**src/rtl/sram_arb_2p.sv**
```systemverilog
// Two-port round-robin arbiter in front of a single-port SRAM macro.
// Zero-fills the array after reset, then grants one access per cycle and steers read data back.
module sram_arb_2p #(
  parameter int BITS       = 32,
  parameter int WORD_DEPTH = 1024,
  parameter int ADDR_WIDTH = 10,
  parameter bit INIT_EN    = 1'b1
) (
  input  logic                  CLK,
  input  logic                  RST_N,
  input  logic                  p0_req,
  input  logic                  p0_we,
  input  logic [ADDR_WIDTH-1:0] p0_addr,
  input  logic [BITS-1:0]       p0_wdata,
  output logic                  p0_gnt,
  output logic                  p0_rvalid,
  output logic [BITS-1:0]       p0_rdata,
  input  logic                  p1_req,
  input  logic                  p1_we,
  input  logic [ADDR_WIDTH-1:0] p1_addr,
  input  logic [BITS-1:0]       p1_wdata,
  output logic                  p1_gnt,
  output logic                  p1_rvalid,
  output logic [BITS-1:0]       p1_rdata,
  output logic                  init_done,
  output logic                  sram_cen,
  output logic                  sram_wen,
  output logic [ADDR_WIDTH-1:0] sram_a,
  output logic [BITS-1:0]       sram_d,
  input  logic [BITS-1:0]       sram_q
);

  typedef enum logic {S_INIT, S_RUN} state_t;

  state_t                state_q, state_d;
  logic [ADDR_WIDTH-1:0] clr_q, clr_d;
  logic                  prio_q, prio_d;   // 0: p0 wins a tie, 1: p1 wins
  logic                  rv_q, rv_d;
  logic                  rsel_q, rsel_d;   // port that owns the in-flight read
  logic                  done_q, done_d;
  logic [ADDR_WIDTH-1:0] a_q, a_d;
  logic [BITS-1:0]       d_q, d_d;

  logic                  gnt0, gnt1, cen, wen;
  logic [ADDR_WIDTH-1:0] a;
  logic [BITS-1:0]       d;

  always_ff @(posedge CLK) begin
    if (!RST_N) begin
      state_q <= S_INIT;
      clr_q   <= '0;
      prio_q  <= 1'b0;
      rv_q    <= 1'b0;
      rsel_q  <= 1'b0;
      done_q  <= 1'b0;
      a_q     <= '0;
      d_q     <= '0;
    end else begin
      state_q <= state_d;
      clr_q   <= clr_d;
      prio_q  <= prio_d;
      rv_q    <= rv_d;
      rsel_q  <= rsel_d;
      done_q  <= done_d;
      a_q     <= a_d;
      d_q     <= d_d;
    end
  end

  always_comb begin
    state_d = state_q;
    clr_d   = clr_q;
    prio_d  = prio_q;
    rv_d    = 1'b0;
    rsel_d  = rsel_q;
    done_d  = done_q;
    gnt0    = 1'b0;
    gnt1    = 1'b0;
    cen     = 1'b1;
    wen     = 1'b1;
    a       = a_q;
    d       = d_q;
    case (state_q)
      S_INIT: begin
        if (INIT_EN) begin
          cen   = 1'b0;
          wen   = 1'b0;
          a     = clr_q;
          d     = '0;
          clr_d = clr_q + 1'b1;
          if (clr_q == ADDR_WIDTH'(WORD_DEPTH - 1)) begin
            state_d = S_RUN;
            done_d  = 1'b1;
          end
        end else begin
          state_d = S_RUN;
          done_d  = 1'b1;
        end
      end
      S_RUN: begin
        gnt0 = p0_req & (~p1_req | ~prio_q);
        gnt1 = p1_req & (~p0_req |  prio_q);
        if (gnt0) begin
          cen    = 1'b0;
          wen    = ~p0_we;
          a      = p0_addr;
          d      = p0_wdata;
          prio_d = 1'b1;
          rv_d   = ~p0_we;
          rsel_d = 1'b0;
        end else if (gnt1) begin
          cen    = 1'b0;
          wen    = ~p1_we;
          a      = p1_addr;
          d      = p1_wdata;
          prio_d = 1'b0;
          rv_d   = ~p1_we;
          rsel_d = 1'b1;
        end
      end
      default: state_d = S_INIT;
    endcase
    // Idle cycles keep the last address/data on the macro pins.
    a_d = a;
    d_d = d;
  end

  assign p0_gnt    = gnt0 & RST_N;
  assign p1_gnt    = gnt1 & RST_N;
  assign sram_cen  = cen | ~RST_N;
  assign sram_wen  = wen;
  assign sram_a    = a;
  assign sram_d    = d;
  assign p0_rvalid = rv_q & ~rsel_q;
  assign p1_rvalid = rv_q &  rsel_q;
  assign p0_rdata  = sram_q;
  assign p1_rdata  = sram_q;
  assign init_done = done_q;

endmodule
```
**config.mk**
```make
export PLATFORM = sky130hd
export DESIGN_NAME = sram_arb_2p
export DESIGN_NICKNAME = d
export VERILOG_FILES = /design/src/rtl/sram_arb_2p.sv
export SDC_FILE = /design/constraint.sdc
export NUM_CORES = 1
export LEC_CHECK = 0
export CAP_MARGIN = 25
export CORE_MARGIN = 2
export CORE_UTILIZATION = 40
export CTS_CLUSTER_SIZE = 28
export DETAILED_ROUTE_END_ITERATION = 8
export PLACE_DENSITY_LB_ADDON = 0.25
export SYNTH_ARGS = -nofsm -noshare
export SYNTH_HDL_FRONTEND = slang
export SYNTH_SLANG_ARGS = --single-unit
```
**constraint.sdc**
```tcl
create_clock -name CLK -period 3.8 [get_ports CLK]
set_input_delay 0.95 -clock CLK [delete_from_list [all_inputs] [get_ports CLK]]
set_output_delay 0.95 -clock CLK [all_outputs]
set_load 0.02 [all_outputs]
```
==> results.txt <==
Slowest-stage cell, CP: clkdlybuf4s50_1
critical path startpoint category: primary input
final wirelength: 11110 um
Layout Cells excl Fill: 688
total power: 1.421 mW
Synth Instances: 485
WP data arrival: 2710 ps
1st-iter DRT viols: 149
fin crit share: 0.9637
post-route DRC violation count: 0
most common cell in the netlist: buf_4
GPL Wtd Cong: 0.8246
post-synthesis cell area: 3941 um2
Critical R2R Launch: clr_q[0]$_SDFFE_PN0N_
floorplan die width: 103.3 um
post_cts resized: 0
Pwr per Cell Area: 273.4 nW/um2
CP endpoint kind: primary output
dpl ws: 156.6 ps
Post-DP HPWL: 8018 um
Req. time, crit path: 2850 ps
ys async rst share: 0
vias in the first global route: 3502
Antenna Nets Post-Route: 0
max_slew headroom: 0.5223
input/output buffers: 138
register area share after synthesis: 0.2895
min-delay src: init_done$_SDFFE_PN0P_
post-synthesis net count: 608
initial antenna violation count: 0
GRT Overall Usage: 0.1979
placed cell count: 673
mean area per synthesized cell: 8.126 um2
Final min period: 3662 ps
setup violators final: 0
status: completed
drt pass-1 iters: 4
Pleak: 1.853 nW
cells along the critical path: buf_4 > buf_4 > mux2i_1 > o221a_2 > a21oi_1 > clkdlybuf4s50_1
measured slew at the worst slew-check pin: 715.8 ps
Fmax achieved: 273.1 MHz
CTS tree: built
Design Area, Final: 5196 um2
Die ar.: 10660 um2
H-tree levels: 3
clock buffer depth: 2
nets@finish: 674
Synth-to-Final Area Change: 31.84%
IO Pins: 235
Synth cell types: 37
Worst-Skew Late Latency: 330 ps
Die Span Y: 103.3 um
layout cell share with drive strength beyond 1: 0.1514
Synth Flop Type: dfxtp_1
Area contributors post-synth: dfxtp_1, buf_4, mux2_2
Clock transition at path regs: 60 ps
post-DR vias/cell: 5.308
DR WL/cell: 16.14 um
first-pass GRT wire length: 16400 um
synth warn: 0
unrepaired setup endpoints after global routing: false
diodes inserted: 0
grt total ovfl: 0
Post-synth EDFFs: 0
Setup Fix Bufs, Post-CTS: 0
largest net degree at the start of global routing: 32
crit-path most repeated cell: buf_4
Setup TNS: 0 ps
Worst Slack Setup Final: 137.9 ps
Initial Util: 0.4070
top-area cell type share of the netlist area: 0.2895
MaxCap Viol Count: 0
cts hold-fix bufs: 0
num rows: 36
max incr delay on CP: 640 ps
clock skew: 6.555 ps
Final Hold Violating Endpoints: 0
CP Buf/Inv Count: 3
cts bufs inserted: 9
fin. max-slew vios: 0
Core Area: 9684 um2
Worst Setup SP: p1_req
worst min path class: flop to flop
Min Hold Slack: 468.8 ps
post-synth top area cell: dfxtp_1
delay-heaviest family, CP: buffers and inverters
Cell Area, Placed: 5001 um2
WS Path Type: primary input to primary output
Peak supply drop: 0.0001757 V
#FFs+latches synth: 57
Post-synth top cells: buf_4, dfxtp_1, nor2_1, o21ai_0, nor3_1
clock sinks: 57
Via Count: 3652
Final Util: 0.5366
clock root cell: clkbuf_8
CP max FO: 27
[flip-flops by register name, indices dropped and copies added (netlist names)]
name and count:
d_q 32, a_q 10, clr_q 10, init_done 1, prio_q 1, rsel_q 1, rv_q 1, state_q 1
[power breakdown]
part	internal, mW	total [mW]	switching, mW	leakage (nW)
Combinational	0.148	0.249	0.101	1.29
Sequential	0.602	0.606	0.00448	0.461
Clock	0.333	0.565	0.232	0.102
[layout make-up]
cell class	count	area, um2
clock buffers	12	155.1
clock inverters	3	40.04
fillers	917	4488
inverters	4	15.01
multi-input cells	321	2127
flip-flops and latches	57	1144
well taps	133	166.4
repair buffers	158	1549
[kinds of logic (layout without fill, tap and decap cells)]
group	after synthesis	after routing	synth area share
muxes	44	44	0.1222
and+or+nand+nor	191	191	0.2736
buffers and inverters	107	177	0.1708
AOI/OAI and AO/OA	81	81	0.1317
adders and majority gates	1	1	0.003174
xor gates and xnor gates	4	4	0.008891
DFF	57	57	0.2895
[cell usage in the layout, fill, tap and decap left out, types with 11 or more instances in the layout]
cell,n
a21oi_1,17
buf_4,19
clkbuf_8,11
clkdlybuf4s50_1,136
dfxtp_1,55
mux2_2,33
mux2i_1,11
nand2_1,15
nand3_1,11
nand3b_1,33
nor2_1,49
nor3_1,34
nor3b_1,32
o21ai_0,35
[path summary, 6_finish.rpt]
| check | slack, ps | cells past startpoint | end |
|---|---|---|---|
| min reg2reg | 470 | 1 | init_done$_SDFFE_PN0P_ |
| min | 470 | 1 | init_done$_SDFFE_PN0P_ |
| max reg2reg | 2190 | 4 | clr_q[8]$_SDFFE_PN0N_ |
| max | 140 | 6 | sram_a[5] |
[metal layers]
layer | track usage | part of all wire | vias to the layer above
met4 | 0.1174 | 0.043 | 0
met5 | 0 | 0 | -
met1 | 0.2192 | 0.40 | 1705
li1 | - | - | 1783
met3 | 0.04167 | 0.061 | 40
met2 | 0.3487 | 0.50 | 124
(Power assumes the default switching activity.)
